--- src/rtl/key_debounce_ctrl.sv ---
`default_nettype none
// ============================================================================
// Module      : key_debounce_ctrl
// Description : Per-key synchroniser, debouncer and event generator for
//               NKEYS active-low push-buttons sampled on a 1 us clock.
//               Each key produces a debounced level, one-cycle press,
//               release and long-press pulses. A press-toggled control
//               register is also provided.
// Ports       : CLK_1US    - 1 us system clock
//               SYS_RST    - asynchronous active-low reset
//               KEY_N      - raw button pins, 0 = pressed (asynchronous)
//               KeyState   - debounced level, 1 = pressed
//               KeyPress   - one-cycle pulse on accepted press
//               KeyRelease - one-cycle pulse on accepted release
//               KeyLong    - one-cycle pulse when hold reaches LONG_US
//               ControlReg - bit i toggles on each KeyPress[i]
// Revision    : 1.0 - initial release
// ============================================================================
module key_debounce_ctrl #(
  parameter int NKEYS       = 4,
  parameter int DEBOUNCE_US = 20000,
  parameter int LONG_US     = 1000000
) (
  input  logic             CLK_1US,
  input  logic             SYS_RST,
  input  logic [NKEYS-1:0] KEY_N,
  output logic [NKEYS-1:0] KeyState,
  output logic [NKEYS-1:0] KeyPress,
  output logic [NKEYS-1:0] KeyRelease,
  output logic [NKEYS-1:0] KeyLong,
  output logic [NKEYS-1:0] ControlReg
);

  typedef enum logic [1:0] {
    S_IDLE         = 2'd0,
    S_PRESS_WAIT   = 2'd1,
    S_PRESSED      = 2'd2,
    S_RELEASE_WAIT = 2'd3
  } state_t;

  localparam logic [19:0] C_DB_LAST   = 20'(DEBOUNCE_US - 1);
  localparam logic [19:0] C_LONG_LAST = 20'(LONG_US - 1);

  // Two-flop synchroniser; reset value 1 means "released", so a key held
  // through reset is seen as a fresh press afterwards.
  logic [NKEYS-1:0] r_sync1;
  logic [NKEYS-1:0] r_sync2;

  always_ff @(posedge CLK_1US or negedge SYS_RST) begin
    if (!SYS_RST) begin
      r_sync1 <= '1;
      r_sync2 <= '1;
    end else begin
      r_sync1 <= KEY_N;
      r_sync2 <= r_sync1;
    end
  end

  for (genvar gi = 0; gi < NKEYS; gi++) begin : g_key
    state_t      r_state;
    state_t      w_state_nxt;
    logic [19:0] r_cnt;
    logic [19:0] w_cnt_nxt;
    logic        r_long_done;
    logic        w_long_done_nxt;
    logic        w_press;
    logic        w_release;
    logic        w_long;
    logic        w_key_s;
    logic        r_level;
    logic        r_press;
    logic        r_release;
    logic        r_long;
    logic        r_ctrl;

    assign w_key_s = ~r_sync2[gi];

    always_comb begin
      w_state_nxt     = r_state;
      w_cnt_nxt       = r_cnt;
      w_long_done_nxt = r_long_done;
      w_press         = 1'b0;
      w_release       = 1'b0;
      w_long          = 1'b0;
      case (r_state)
        S_IDLE: begin
          w_cnt_nxt = '0;
          if (w_key_s) begin
            w_state_nxt = S_PRESS_WAIT;
          end
        end
        S_PRESS_WAIT: begin
          if (!w_key_s) begin
            w_state_nxt = S_IDLE;
            w_cnt_nxt   = '0;
          end else if (r_cnt == C_DB_LAST) begin
            w_state_nxt = S_PRESSED;
            w_cnt_nxt   = '0;
            w_press     = 1'b1;
          end else begin
            w_cnt_nxt = r_cnt + 20'd1;
          end
        end
        S_PRESSED: begin
          if (!w_key_s) begin
            w_state_nxt = S_RELEASE_WAIT;
            w_cnt_nxt   = '0;
          end else if (r_cnt != C_LONG_LAST) begin
            w_cnt_nxt = r_cnt + 20'd1;
          end
          // Counter saturates, so long_done alone guarantees a single pulse.
          if ((r_cnt == C_LONG_LAST) && !r_long_done) begin
            w_long          = 1'b1;
            w_long_done_nxt = 1'b1;
          end
        end
        S_RELEASE_WAIT: begin
          if (w_key_s) begin
            // Release bounce: back to held, long_done kept.
            w_state_nxt = S_PRESSED;
            w_cnt_nxt   = '0;
          end else if (r_cnt == C_DB_LAST) begin
            w_state_nxt     = S_IDLE;
            w_cnt_nxt       = '0;
            w_release       = 1'b1;
            w_long_done_nxt = 1'b0;
          end else begin
            w_cnt_nxt = r_cnt + 20'd1;
          end
        end
        default: begin
          w_state_nxt = S_IDLE;
          w_cnt_nxt   = '0;
        end
      endcase
    end

    always_ff @(posedge CLK_1US or negedge SYS_RST) begin
      if (!SYS_RST) begin
        r_state     <= S_IDLE;
        r_cnt       <= '0;
        r_long_done <= 1'b0;
        r_level     <= 1'b0;
        r_press     <= 1'b0;
        r_release   <= 1'b0;
        r_long      <= 1'b0;
        r_ctrl      <= 1'b0;
      end else begin
        r_state     <= w_state_nxt;
        r_cnt       <= w_cnt_nxt;
        r_long_done <= w_long_done_nxt;
        r_level     <= (w_state_nxt == S_PRESSED) || (w_state_nxt == S_RELEASE_WAIT);
        r_press     <= w_press;
        r_release   <= w_release;
        r_long      <= w_long;
        if (w_press) begin
          r_ctrl <= ~r_ctrl;
        end
      end
    end

    assign KeyState[gi]   = r_level;
    assign KeyPress[gi]   = r_press;
    assign KeyRelease[gi] = r_release;
    assign KeyLong[gi]    = r_long;
    assign ControlReg[gi] = r_ctrl;
  end

endmodule
`default_nettype wire

--- config.mk ---
export PLATFORM = sky130hd
export DESIGN_NAME = key_debounce_ctrl
export DESIGN_NICKNAME = d
export VERILOG_FILES = /design/src/rtl/key_debounce_ctrl.sv
export SDC_FILE = /design/constraint.sdc
export NUM_CORES = 1
export LEC_CHECK = 0
export ABC_AREA = 1
export CORE_MARGIN = 1.5
export CORE_UTILIZATION = 39
export CTS_BUF_LIST = sky130_fd_sc_hd__clkbuf_2 sky130_fd_sc_hd__clkbuf_4 sky130_fd_sc_hd__clkbuf_8
export DETAILED_ROUTE_END_ITERATION = 10
export GPL_TIMING_DRIVEN = 0
export SYNTH_ARGS = -nofsm -noshare
export SYNTH_HDL_FRONTEND = slang
export SYNTH_SLANG_ARGS = --single-unit
--- constraint.sdc ---
create_clock -name CLK_1US -period 2 [get_ports CLK_1US]
set_clock_uncertainty 0.15 [all_clocks]
set_input_delay 0.4 -clock CLK_1US [delete_from_list [all_inputs] [get_ports CLK_1US]]
set_output_delay 0.4 -clock CLK_1US [all_outputs]
set_load 0.01 [all_outputs]
After elaboration in Yosys (flattened, before gate mapping)

Cells that the tools add are included.

Output and inout bits: 20
Word-level logic and storage cells: 210
Memory bits (writable): 0
Memories kept: 0
Bits in latches: 0
Flip-flop bits (word level): 120
Bits in read-only memories: 0

Add/sub/neg operators: 4
Reduce and logical (&&, ||, !) cells: 24
Shift-type cells: 0
Bitwise gates (word level): 4
Eq/ne operators: 48
Divide/modulo/power cells: 0
Order comparisons: 0
Multipliers: 0
Mux-type cells: 96

Operators by type and width:

| operator                                         | count |
|---|---|
| two-way mux 20 bit                               | 20 |
| one-hot mux 20 bit (4 select lines)              | 4 |
| adder 20 x 1 -> 20 bit (second input constant)   | 4 |
| == test 20 x 15 -> 1 bit (second input constant) | 4 |
| == test 20 bit (second input constant)           | 4 |
| != test 20 bit (second input constant)           | 4 |
| two-way mux 2 bit                                | 24 |
| two-way mux 1 bit                                | 40 |
| == test 2 bit (second input constant)            | 16 |
| one-hot mux 2 bit (4 select lines)               | 4 |
| != test 2 bit (second input constant)            | 12 |
| AND reduction 4 bit                              | 4 |
| != test 3 bit (second input constant)            | 4 |
| == test 2 x 1 -> 1 bit (second input constant)   | 4 |
| logical NOT 2 bit                                | 4 |
| one-hot mux 1 bit (2 select lines)               | 4 |
| nonzero test 2 bit                               | 4 |
| logical AND 1 bit                                | 4 |
| logical NOT 1 bit                                | 4 |
| logical OR 1 bit                                 | 4 |
| NOT 1 bit                                        | 4 |

Longest topological paths before layout

Word-level depth: 6
Mapped depth: 11
Gate-level depth less buffers: 11

Least setup slack after synthesis

No wires, ideal clock.

Path kind: register to register
Start point: register g_key[3].r_cnt[0]
End point: register g_key[3].r_cnt[12]
Slack: 0.361 ns
Required time: 1.730 ns
Library setup time: 0.120 ns
Period minus slack after synthesis: 1.639 ns
Stages on the path, launching flop included: 11
Path buffers: 0
Arrival time: 1.369 ns
Cell sequence: dfrtp_1 > ha_1 > nand2_1 > nor2_4 > nand2_2 > inv_2 > nand3_2 > nor2_4 > nor2_2 > nand2_1 > nor2_1

Longest elaborated chain between the ends: 4
Elaborated cells on any way between the ends: 10
Those cells by class: add/sub (1); eq/ne (3); mux (6)

Ends and longest elaborated chain:

| item                                                                      | RTL line     | RTL |
|---|---|---|
| start, declared                                                           | 62           | `logic [19:0] r_cnt;` |
| start signal, assigned                                                    | 150          | `r_cnt <= w_cnt_nxt;` |
| adder 20 x 1 -> 20 bit / == test 20 x 15 -> 1 bit (equally long branches) | --           |  |
| two-way mux 20 bit, on equally long branches                              | 96, 122, 108 |  |
| two-way mux 20 bit, on equally long branches                              | 118, 105, 93 |  |
| one-hot mux 20 bit (4 select lines)                                       | 85           | `case (r_state)` |

Parallel ways exist; a longest one is shown, timed or not. The select of a mux whose other input is x is not followed.
A chain may end at the register's enable or synchronous reset.

Worst setup path in the final report

Start point: register g_key[0].r_release
End point: output port KeyRelease[0]

RTL lines:

| item                   | RTL line | RTL |
|---|---|---|
| start, declared        | 72       | `logic r_release;` |
| start signal, assigned | 154      | `r_release <= w_release;` |
| end, declared          | 29       | `output logic [NKEYS-1:0] KeyRelease,` |

No word-level cell between the ends.

==> impl_metrics.py <==
metrics = {
    "run_status": {
        "status": "complete, no violations",
    },
    "yosys": {
        "ys_ff_latch": 118,
        "synth_most_common_cell": "nand2_1",
        "yosysTopAreaCell": "dfrtp_1",
        "synthArstFlopShare": 1.00,
        "synth-main-ff-cell": "dfrtp_1",
        "synth.area.top_cells": "dfrtp_1, nand2_1, nor2_1, inv_1, nand3_1",
        "synth-edff-count": 0,
        "ys_seq_area_frac": 0.420,
        "netlist_instances": 920,
        "yosysTopAreaCellShare": 0.390,
        "syn_avg_cell_area_um2": 7.67,
        "syn_area_mm2": 0.00706,
        "yosysWarnings": 0,
        "synth_cell_types": 38,
        "synthTopCellsByCount": "nand2_1, nor2_1, dfrtp_1, inv_1, nand3_1",
        "synth_nets": 930,
    },
    "floorplan": {
        "row_count": 49,
        "initial_utilization": 0.396,
        "core_mm2": 0.0178,
        "die-height_um": 138,
        "die_area_mm2": 0.0189,
        "io_pins": 26,
        "die_w_um": 138,
    },
    "route": {
        "routed-via-count": 5971,
        "viasPerCell": 4.93,
        "met1_length_mm": 7.62,
        "drtAntennaViolNets": 0,
        "remaining_drc_errors": 0,
        "dr.pass1.iters": 6,
        "drt_wl_total_mm": 15.6,
        "wl_met3_um": 621,
        "wl_met2_mm": 7.05,
        "top_layer": "met4",
        "drt_iter0_markers": 475,
        "wl_per_cell_um": 12.9,
    },
    "critical_path": {
        "startpoint_type": "flip-flop",
        "cp.arrival_ns": 1.40,
        "required_ns": 1.45,
        "crit_type": "reg -> out",
        "endpoint_kind": "output pin",
        "crit_fanout": 1,
    },
    "final_layout": {
        "final-seq-area_mm2": 0.00297,
        "drive_gt1_frac": 0.183,
        "finish.utilization": 0.457,
        "fillCellCount": 1768,
        "nNetsFinal": 979,
        "num_antenna_cells": 0,
        "synthToLayoutAreaGrowth_pct": 15.5,
        "multi_input_area_mm2": 0.00346,
    },
    "cts": {
        "cts_tree": "done",
        "numCtsBuffers": 17,
        "clkTransAtPathRegs_ns": 0.07,
        "htreeDepth": 4,
        "clk_latency_ns": 0.45,
        "ctsRootBufferMaster": "clkbuf_8",
        "cts_buffer_depth": 2,
        "cts_sinks": 118,
    },
    "pwr": {
        "p_seq_frac": 0.474,
        "switching_share": 0.224,
        "power.static_leakage_nw": 3.73,
        "clkPwrFrac": 0.488,
        "power_frac_comb": 0.037,
        "peakVddDrop_v": 0.000578,
        "power_density_mw_per_mm2": 628,
        "p_switching_mw": 1.15,
        "power_mw": 5.12,
        "p_int_mw": 3.97,
    },
    "grt": {
        "grt_max_degree": 61,
        "grt_overflow": 0,
        "grt_pass1_wl_mm": 26.7,
        "track_usage": 0.179,
        "antenna_found_initial": 0,
        "grt_pass1_vias": 5583,
    },
    "sta": {
        "post-route-min-period_ns": 1.95,
        "clock.fmax_mhz": 513,
        "hold_viol_final": 0,
        "drv_slew": 0,
        "fin_crit_sh": 0.975,
        "setup_viol_count_final": 0,
        "tightest_slew_ns": 0.588,
        "rsz0062_at_grt": "false",
        "slew_headroom": 0.608,
    },
    "flow_run": {
        "cap_violations": 0,
    },
    "placement": {
        "io_buffers": 25,
        "gp_congestion": 0.875,
        "dp_hpwl_mm": 11.1,
    },
    "worst_hold_path": {
        "min-delay-path-class": "in -> reg",
    },
}
-- layout make-up --
cell class,count,area share
plain buffers,29,0.0269
clock buffers,24,0.0375
clock inverters,8,0.0178
inverters,119,0.0556
multi-input cells,654,0.424
flip-flops and latches,118,0.364
well taps,229,0.0351
repair buffers,30,0.0393
-- power by group through the flow --
stage                     Clock (mW)  Sequential (mW)  Combinational [mW]
after global routing            2.68             2.43               0.220
after CTS                       2.58             2.43               0.195
final                           2.50             2.43               0.192
after global placement             0             2.47               0.185
after floorplan                    0             2.47              0.0962
after detailed placement           0             2.47               0.193
-- critical path, cell delays in order (launching register included) --
cell and delay [ns]:
dfrtp_1 0.37, buf_4 0.12, clkdlybuf4s50_1 0.47
-- layout by cell type, fill, tap and decap left out, types with 3 or more instances in the layout --
cell type and n:
nand2_1 167, nor2_1 150, dfrtp_1 108, inv_1 107, nand3_1 74, nand4_1 41
o21ai_0 30, nor3_1 27, buf_4 24, xor2_1 22, clkbuf_8 21, nor2_2 21
nand2_2 19, a21oi_1 13, nor3_2 13, clkdlybuf4s50_1 13, nor2_4 11, nand3_2 11
inv_2 10, xnor2_1 10, dfstp_2 8, nand2_4 6, a31oi_1 6, o21ai_1 6
dlymetal6s2s_1 6, dlygate4sd2_1 5, buf_2 4, nand3b_1 4, or2_2 4, bufinv_16 4
clkbuf_4 4, nor3_4 3, buf_6 3, clkinvlp_4 3, o21bai_1 3
-- cell families (layout without fill, tap and decap cells) --
kind of cell               after synthesis  after routing  synth area share
and+or+nand+nor                        558            558             0.394
buffers and inverters                  148            210            0.0943
DFF                                    118            118             0.420
AOI/OAI and AO/OA                       60             60            0.0454
xor gates and xnor gates                32             32            0.0397
adders and majority gates                4              4           0.00709
-- layer usage --
layer	up-vias	global-route usage
li1	3039	-
met1	2776	0.244
met2	131	0.278
met3	25	0.0405
met4	0	0.0655
met5	-	0
-- registers in the layout (all words and copies together), names as in the netlist --
| name | flops |
|---|---|
| g_key.r_press | 4 |
| g_key.r_cnt | 80 |
| g_key.r_ctrl | 4 |
| g_key.r_long | 4 |
| g_key.r_state | 6 |
| g_key.r_long_done | 4 |
| r_sync1 | 4 |
| r_sync2 | 4 |
| g_key.r_level | 4 |
| g_key.r_release | 4 |
-- stage by stage --
stage	setup TNS (ns)	instances	hold WS, ns	setup WS, ns	area [um2]
2_1_floorplan	0	920	-0.0456	0.361	7060
3_3_place_gp	-514.59	1174	0.195	-4.47	7600
3_5_place_dp	-0.0206	1175	0.197	-0.00879	7630
4_1_cts	0	1210	0.171	0.00456	8100
5_1_grt	0	1211	0.185	0.00141	8150
6_report	0	1211	0.203	0.0494	8150
-- worst paths after layout --
kind	slack [ns]	cells after the start	startpoint	end
max reg2reg	0.12	8	g_key[0].r_cnt[1]	g_key[0].r_cnt[14]
min reg2reg	0.21	0	r_sync1[0]	r_sync2[0]
min in group asynchronous	0.34	2	SYS_RST	g_key[1].r_release
max in group asynchronous	0.64	3	SYS_RST	r_sync1[0]
max	0.05	2	g_key[0].r_release	KeyRelease[0]
min	0.20	1	KEY_N[1]	r_sync1[1]
-- what timing repair did --
action                                  CTS  global route
hold endpoints to repair                 57             0
endpoints found under the setup margin    9            45
hold buffers                              1             0
pin swaps                                 0             1
buffers inserted                          2             1
cloned                                    0             0
resized for setup                         6            15
No activity file was read; power rests on OpenSTA's default activity.
